$ cat src/rtl/sa_pkg.sv
// Shared definitions for the systolic-array skew feeder: sequencer states,
// default operand width and the drain-length helper.
package sa_pkg;

  localparam int unsigned DEF_W = 8;

  typedef enum logic [2:0] {
    S_IDLE,
    S_CLEAR,
    S_FEED,
    S_DRAIN,
    S_DONE
  } state_t;

  // Cycles needed for the last beat to cross the far corner of an NxN array.
  function automatic int unsigned drain_cycles(input int unsigned n);
    return 2 * n - 1;
  endfunction

endpackage

$ cat src/rtl/sa_skew_feeder_skew_line.sv
// DEPTH-stage W-bit shift chain with synchronous active-low reset and a
// synchronous clear; one instance per array lane provides the diagonal skew.
module skew_line
  import sa_pkg::*;
#(
  parameter int unsigned DEPTH = 1,
  parameter int unsigned W     = DEF_W
) (
  input  logic         clk,
  input  logic         rst,
  input  logic         i_clear,
  input  logic [W-1:0] i_d,
  output logic [W-1:0] o_q
);

  logic [W-1:0] r_stage [DEPTH];

  always_ff @(posedge clk) begin
    if (!rst || i_clear) begin
      for (int unsigned s = 0; s < DEPTH; s++) r_stage[s] <= '0;
    end else begin
      r_stage[0] <= i_d;
      for (int unsigned s = 1; s < DEPTH; s++) r_stage[s] <= r_stage[s-1];
    end
  end

  assign o_q = r_stage[DEPTH-1];

endmodule

$ cat src/rtl/sa_skew_feeder.sv
// Upstream feeder for an NxN output-stationary systolic array: accepts K beats
// of A columns / B rows, skews lane i by i cycles, and sequences clear/feed/drain/done.
module sa_skew_feeder
  import sa_pkg::*;
#(
  parameter int unsigned N = 2,
  parameter int unsigned K = 4,
  parameter int unsigned W = DEF_W
) (
  input  logic           clk,
  input  logic           rst,
  input  logic           start,
  input  logic [N*W-1:0] a_in,
  input  logic [N*W-1:0] b_in,
  input  logic           in_valid,
  output logic           in_ready,
  output logic [N*W-1:0] a_edge,
  output logic [N*W-1:0] b_edge,
  output logic           pe_clear,
  output logic           busy,
  output logic           done
);

  localparam int unsigned DRAIN_CYCLES = drain_cycles(N);
  localparam int unsigned BW = $clog2(K + 1);
  localparam int unsigned DW = $clog2(2 * N);
  localparam logic [BW-1:0] BEAT_LAST  = BW'(K - 1);
  localparam logic [DW-1:0] DRAIN_LAST = DW'(DRAIN_CYCLES - 1);

  state_t         r_state, w_state_nxt;
  logic [BW-1:0]  r_beat_cnt, w_beat_cnt_nxt;
  logic [DW-1:0]  r_drain_cnt, w_drain_cnt_nxt;
  logic           w_accept;
  logic           w_clear;
  logic [N*W-1:0] w_a_inj;
  logic [N*W-1:0] w_b_inj;

  always_ff @(posedge clk) begin
    if (!rst) begin
      r_state     <= S_IDLE;
      r_beat_cnt  <= '0;
      r_drain_cnt <= '0;
    end else begin
      r_state     <= w_state_nxt;
      r_beat_cnt  <= w_beat_cnt_nxt;
      r_drain_cnt <= w_drain_cnt_nxt;
    end
  end

  always_comb begin
    w_state_nxt     = r_state;
    w_beat_cnt_nxt  = r_beat_cnt;
    w_drain_cnt_nxt = r_drain_cnt;
    w_accept        = 1'b0;
    unique case (r_state)
      S_IDLE: begin
        if (start) begin
          w_state_nxt    = S_CLEAR;
          w_beat_cnt_nxt = '0;
        end
      end
      S_CLEAR: w_state_nxt = S_FEED;
      S_FEED: begin
        // A missing beat becomes a zero bubble; only real beats advance the count.
        if (in_valid) begin
          w_accept       = 1'b1;
          w_beat_cnt_nxt = r_beat_cnt + 1'b1;
          if (r_beat_cnt == BEAT_LAST) begin
            w_state_nxt     = S_DRAIN;
            w_drain_cnt_nxt = '0;
          end
        end
      end
      S_DRAIN: begin
        if (r_drain_cnt == DRAIN_LAST) w_state_nxt = S_DONE;
        else                           w_drain_cnt_nxt = r_drain_cnt + 1'b1;
      end
      S_DONE:  w_state_nxt = S_IDLE;
      default: w_state_nxt = S_IDLE;
    endcase
  end

  assign in_ready = (r_state == S_FEED);
  assign pe_clear = (r_state == S_CLEAR);
  assign busy     = (r_state != S_IDLE);
  assign done     = (r_state == S_DONE);
  assign w_clear  = (r_state == S_CLEAR);

  assign w_a_inj = w_accept ? a_in : '0;
  assign w_b_inj = w_accept ? b_in : '0;

  for (genvar i = 0; i < N; i++) begin : g_lane
    skew_line #(
      .DEPTH(i + 1),
      .W    (W)
    ) u_a_line (
      .clk    (clk),
      .rst    (rst),
      .i_clear(w_clear),
      .i_d    (w_a_inj[i*W +: W]),
      .o_q    (a_edge[i*W +: W])
    );

    skew_line #(
      .DEPTH(i + 1),
      .W    (W)
    ) u_b_line (
      .clk    (clk),
      .rst    (rst),
      .i_clear(w_clear),
      .i_d    (w_b_inj[i*W +: W]),
      .o_q    (b_edge[i*W +: W])
    );
  end

endmodule

$ cat config.mk
export PLATFORM = sky130hd
export DESIGN_NAME = sa_skew_feeder
export DESIGN_NICKNAME = d
export VERILOG_FILES = /design/src/rtl/sa_pkg.sv /design/src/rtl/sa_skew_feeder_skew_line.sv /design/src/rtl/sa_skew_feeder.sv
export SDC_FILE = /design/constraint.sdc
export NUM_CORES = 1
export LEC_CHECK = 0
export ABC_CLOCK_PERIOD_IN_PS = 1800
export CAP_MARGIN = 20
export CORE_MARGIN = 5
export CORE_UTILIZATION = 40
export DETAILED_ROUTE_END_ITERATION = 8
export PLACE_DENSITY_LB_ADDON = 0.15
export SLEW_MARGIN = 5
export SYNTH_ARGS = -nofsm -noshare
export SYNTH_HDL_FRONTEND = slang
export SYNTH_SLANG_ARGS = --single-unit
export TNS_END_PERCENT = 30
$ cat constraint.sdc
create_clock -name clk -period 1.8 [get_ports clk]
set_input_delay 0.18 -clock clk [delete_from_list [all_inputs] [get_ports clk]]
set_output_delay 0.18 -clock clk [all_outputs]
set_load 0.01 [all_outputs]
==> out/results.txt <==
Arr. time, crit path = 1.55 ns
Crit path cell chain = or3_1, clkdlybuf4s50_1
CTS Buf Count = 5
Status = completed
Top Ports = 72
Clock tree buffer depth = 2
DP HPWL = 2630 um
Warnings from Yosys = 0
XOR/XNOR Fraction of Synth Area = 0%
Max-slew violation count = 0
Clk slew on worst S/H paths = 0.10 ns
Startpoint Class = flop
CORE AREA = 4660 um^2
Clk_lat worst skew = 0.30 ns
Lkg Pwr = 1.04 nW
Largest family of logic cells by synthesized area = simple AND/OR/NAND/NOR gates
Global-route wire length before repair = 5660 um
Vias per std cell = 4.40
Pwr/cell area = 829 nW/um^2
CP Data Required Time = 1.62 ns
Period minus WS final = 1.73 ns
Vias in the first global route = 1242
Setup clock skew after layout = 0.00857 ns
Final-stage net count = 266
Number of vias in the routed layout = 1242
Max cap viols = 0
Seq/Total Area, Yosys = 58.8%
Post-synth EDFFs = 0
Share of layout cells above drive strength 1 = 6.58%
Placement Setup Slack = 0.227 ns
Overall routed net length = 3490 um
Grt total ovfl = 0
Synth Area in Compound Gates = 3.74%
Final core occ = 56.2%
Commonest non-fill, non-tap cells in the layout = clkdlybuf4s50_1, dfxtp_1, and2_1, inv_1, clkbuf_8
Iteration-0 DRC count of the detailed router = 49
Synth Area in Simple Gates = 24.0%
Placed Cells = 274
Starting Density = 40.9%
R2R Path End = r_drain_cnt[0]
Global Route Usage Sum = 11.8%
Clock root cell = clkbuf_8
Hold Crit Class = in -> reg
Gpl congestion = 0.833
Rows = 25
Post-synthesis cell area = 1910 um^2
Routed wire length per instance = 12.4 um
Worst-path maximum fanout = 10
Synth Area in Adders = 1.97%
Synth unique cells = 29
CP delay by family, top = buffers and inverters
CP Launch Point = r_state[2]
Port Buffers = 71
Post-synthesis instance total = 171
R2r setup slk = 0.39 ns
Die X = 79.0 um
Maximum vdd ir drop = 440 uV
Final Power = 2.17 mW
Antenna violations before repair = 0
R2r startpoint = r_drain_cnt[0]
Slew HR = 75.4%
CTS tree = built
Syn Nets = 210
CP Buf/Inv Count = 1
Die Span Y = 79.0 um
DR DRC count = 0
Diodes inserted = 0
Final period utilization = 96.1%
Die ar. = 6240 um^2
P&R area growth vs syn = 37.6%
RSZ-0062 raised after global routing = false
Setup TNS = 0 ns
Routed Antenna Nets = 0
CTS H-tree lvls = 2
Top FF cell, synth = dfxtp_1
Critical Path Sink Type = primary output
Clock sink count = 56
Mux contribution to synthesized area = 0.525%
Critical path class = reg -> out
Number of synthesized register bits = 56
Delay of the slowest critical-path stage = 0.48 ns
Tightest Pin Transition = 0.364 ns
Avg Cell Area, Syn = 11.1 um^2
Final Hold Fails = 0
Async set-reset flop share out of synthesis = 0%
Setup ws final = 0.0709 ns
Postcts setup bufs = 0
Max Freq = 0.578 GHz
Most common cell after layout, fill and taps aside = clkdlybuf4s50_1
CP Depth = 2
R2R depth = 5
Final Setup Violations = 0
End point of the critical path = busy
Fin cells = 282
Largest net degree at the start of global routing = 35
Initial DRT Pass Iterations = 4
Slowest-stage cell, CP = clkdlybuf4s50_1
## per-layer routing
metal / vias up / part of all wire (%) / global-route usage [%]
met3: 2 / 6.6 / 4.54
li1: 635 / - / -
met2: 43 / 51 / 20.4
met1: 562 / 41 / 13.2
met5: - / 0 / 0
met4: 0 / 0.72 / 4.12
## what timing repair did
item / 4_1_cts / 5_1_grt
hold buffers: 0 / 0
resized for setup: 3 / 2
endpoints found under the setup margin: 4 / 2
## how the worst min path moves through the flow
stage / endpoint / cells past startpoint / from
global placement: g_lane[1].u_a_line.r_stage[0][9] / 1 / g_lane[1].u_a_line.r_stage[0][1]
detailed placement: g_lane[1].u_b_line.r_stage[0][15] / 1 / g_lane[1].u_b_line.r_stage[0][7]
global route: g_lane[0].u_a_line.r_stage[0][4] / 2 / a_in[4]
CTS: g_lane[1].u_b_line.r_stage[0][4] / 2 / b_in[12]
finish: g_lane[1].u_b_line.r_stage[0][4] / 2 / b_in[12]
floorplan: g_lane[0].u_a_line.r_stage[0][0] / 1 / a_in[0]
## kinds of logic after synthesis
kind of cell             count (synthesis)
multiplexers                             1
flip-flops                              56
adder cells (fa/ha/maj)                  3
AO/OA/AOI/OAI                           10
AND/OR/NAND/NOR                         72
buffers and inverters                   29
## worst reg2reg max path, delay by kind of cell, from the launching register on
family	cells	cell delay [ns]
AOI/OAI and AO/OA	1	0.19
buffers and inverters	1	0.07
adders and majority gates	1	0.24
DFF	1	0.37
and+or+nand+nor	2	0.48
## final cells by class
class                      instances  area, um^2
sequential                        56        1130
tap                               54        67.6
timing repair buffer              73         738
fill                             421        2040
multi-input combinational         86         577
clock buffer                       5        68.8
clock inverter                     3        21.3
inverter                           5        18.8
## synth_stat cells, types with 2 or more instances
library cell / n / area share, %
nand3_1: 2 / 0.53
buf_4: 18 / 7.1
and2_1: 49 / 16
ha_1: 3 / 2.0
buf_6: 4 / 2.4
dfxtp_1: 56 / 59
nand2b_1: 4 / 1.3
a32o_1: 2 / 1.1
nand2_1: 3 / 0.59
or3_1: 2 / 0.66
inv_1: 5 / 0.99
nor2_1: 4 / 0.79
a21oi_1: 3 / 0.79
## power by group
part / total (mW) / internal [mW] / leakage [nW] / switching, mW
registers: 1.29 / 1.27 / 0.454 / 0.0224
logic: 0.207 / 0.137 / 0.542 / 0.0695
clock network: 0.679 / 0.277 / 0.0445 / 0.402
total: 2.17 / 1.68 / 1.04 / 0.494
## state kept, by name (all words and copies together) (netlist names)
name and count:
r_beat_cnt 3, g_lane.u_b_line.r_stage 24, g_lane.u_a_line.r_stage 24, r_state 3, r_drain_cnt 2
## stage by stage
stage	hold slack (ns)	area (um^2)
6_report	0.421	2620
3_3_place_gp	0.409	2520
4_1_cts	0.409	2620
3_5_place_dp	0.411	2520
2_1_floorplan	0.302	1910
5_1_grt	0.402	2620
No activity file was read; power rests on OpenSTA's default activity.
==> variant (same flow settings) <==
Make the reset (`rst`) asynchronous in one clocked block. Comments in the files are not updated.
--- a/src/rtl/sa_skew_feeder.sv
+++ b/src/rtl/sa_skew_feeder.sv
@@ -37,3 +37,3 @@
 
-  always_ff @(posedge clk) begin
+  always_ff @(posedge clk or negedge rst) begin
     if (!rst) begin
Formal check against the unedited RTL: differs if rst is asserted again (counterexample within 4 cycles, from zero or initial values and one cycle with rst low); with rst held inactive, the same outputs for 10 cycles.
==> variant against the original RTL <==
Sequential share of layout area increased by 0.18 points; final area increased by 2.7%; area after synthesis increased by 0.53%; worst setup slack improved by 0.012 ns; sequential cell count unchanged; first-iteration DRC count decreased by 35%; routed wire length increased by 4.8%; synthesized cell count decreased by 4.7%; die area increased by 0.46%; clock skew decreased by 0.0021 ns.
Power is not compared: it rests on default switching activity, and its combinational part moved more than twofold at a synthesized area within 25%.
==> variant: results (changes against the original RTL) <==
GRT
  • First-pass GRT wire length: 5890 µm (+4.0%)
  • Antenna violations before repair: 0 (unchanged)
  • Number of global-route vias before repair: 1313 (+5.7%)
  • Total track usage: 12.5% (+0.67 points)
  • Pin count of the biggest net entering global routing: 33 (-5.7%)

Clock tree
  • CTS H-tree depth: 2 (unchanged)
  • Clock Latency Late Sink: 0.31 ns
  • CTS buffer count: 5 (unchanged)
  • CTS clk-pin slew, worst paths: around 0.090 ns
  • CTS Buffer Depth: 2 (unchanged)
  • CTS tree: yes
  • Root buf cell: clkbuf_8

Logic synthesis
  • Largest cells by area after synthesis: dfxtp_1, and2_1, dfrtp_1
  • Ys async rst share: 14.3% (+14 points)
  • Register area share after synthesis: 60.6% (+1.8 points)
  • YS warnings: 0 (unchanged)
  • Netlist cell types: 33 (+14%)
  • Main synth FF type: dfxtp_1
  • Net Count, Synth: 202 (-3.8%)
  • Synth cell count leaders: and2_1, dfxtp_1, buf_4, dfrtp_1, o21ai_0

Final layout
  • Share of cells above drive strength 1: 11.8% (+5.3 points)
  • # diodes: 0 (unchanged)
  • Nets@finish: 266 (unchanged)
  • Fillers: 403 (-4.3%)
  • Largest registers: g_lane.u_a_line.r_stage x24, g_lane.u_b_line.r_stage x24

Critical path
  • CP max stage cell: clkdlybuf4s50_1
  • CP delay by family, top: buffers and inverters
  • Crit path arrival time: 1.54 ns
  • Crit Path Max Fanout: 5 (-5)
  • Max incr delay on CP: 0.57 ns (+0.09 ns)

Detailed routing
  • Vias per cell: 4.39 (-0.32%)
  • First-pass DRT Iterations: 4 (unchanged)
  • Routed WL: 3650 µm (+4.8%)
  • 1st-iter DRT viols: 32 (-35%)

Timing
  • Worst-margin pin slew: 0.498 ns (+0.134 ns)
  • Skew final: 0.00645 ns (-0.00211 ns)

Place
  • Final Wtd Congestion: 0.810 (-2.8%)
  • Post-DP HPWL: 2730 µm (+3.8%)
  • Pre-CTS setup slack: 0.122 ns (-0.105 ns)
  • IO buf count: 71 (unchanged)

Power and ir drop
  • Leak: 1.12 nW
  • Peak supply drop: about 0.54 mV

Status
  • Run status: finished clean

Hold path
  • Worst hold-check path type: primary input to async pin
## variant: cell count changes after synthesis, sizes merged, moves of 3 or more
| cell | delta |
|---|---|
| a22o | +3 |
| dfrtp | +8 |
| dfxtp | -8 |
| nand2b | -4 |
| nor2 | -3 |
| o21ai | +4 |
## variant: worst paths after layout
| kind | startpoint | to | slack, ns | cells past startpoint |
|---|---|---|---|---|
| setup / recovery | r_state[1] | pe_clear | 0.08 | 2 |
| hold / removal | rst | r_drain_cnt[0] | 0.24 | 2 |
| setup reg to reg | r_beat_cnt[0] | r_beat_cnt[2] | 0.12 | 5 |
| hold reg to reg | g_lane[1].u_a_line.r_stage[0][0] | g_lane[1].u_a_line.r_stage[0][8] | 0.43 | 1 |
| max in group asynchronous | rst | r_state[1] | 1.42 | 2 |
| min in group clk | b_in[1] | g_lane[0].u_b_line.r_stage[0][1] | 0.42 | 2 |
## variant: power by group
group	total, mW	internal, mW	switching (mW)
combinational	0.863	0.506	0.357
clock	0.672	0.277	0.395
sequential	1.51	1.41	0.0922
## variant: layout make-up
type | instances | area (µm²) | share of cell area [%]
Multi-Input combinational cell | 82 | 583 | 21.7
Inverter | 3 | 11.3 | 0.418
Tap cell | 54 | 67.6 | 2.51
Clock inverter | 3 | 21.3 | 0.790
Sequential cell | 56 | 1160 | 43.3
Clock buffer | 5 | 68.8 | 2.56
Timing Repair Buffer | 79 | 774 | 28.8
## variant: worst reg2reg max path, stage by stage (launching register included)
cell     delay [ns]
dfrtp_1        0.42
ha_1           0.21
ha_1           0.28
or4b_1         0.46
o21ai_0        0.10
a22o_1         0.16
## variant: metrics by stage
step | cell area, µm² | util [%] | cells | hold slack [ns] | total power [mW]
finish | 2690 | 57.4 | 282 | 0.237 | 3.04
floorplan | 1920 | - | 163 | -0.116 | 2.01
global placement | 2530 | 54.0 | 267 | 0.410 | 2.27
CTS | 2670 | 56.8 | 280 | 0.229 | 3.06
detailed placement | 2530 | 54.0 | 267 | 0.410 | 2.33
global route | 2690 | 57.4 | 282 | 0.251 | 3.23
## variant: logic make-up (layout without fill, tap and decap cells)
logic type | Yosys count | count (layout) | synth area share, %
buffers and inverters | 25 | 90 | 9.41
and+or+nand+nor | 65 | 65 | 22.9
adders and majority gates | 3 | 3 | 1.96
DFF | 56 | 56 | 60.6
AOI/OAI and AO/OA | 14 | 14 | 5.10
## variant: timing repair
action | 4_1_cts | 5_1_grt
gates resized for setup | 5 | 3
setup buffers | 5 | 2
setup endpoints to repair | 4 | 3
## variant: metal layers
metal  vias to the layer above  track usage (%)  share of wire (%)
li1                        629                -                  -
met1                       559             12.4                 38
met2                        45             21.8                 52
met3                         5             5.22                8.6
met4                         0             7.04                1.4
met5                         -                0                  0
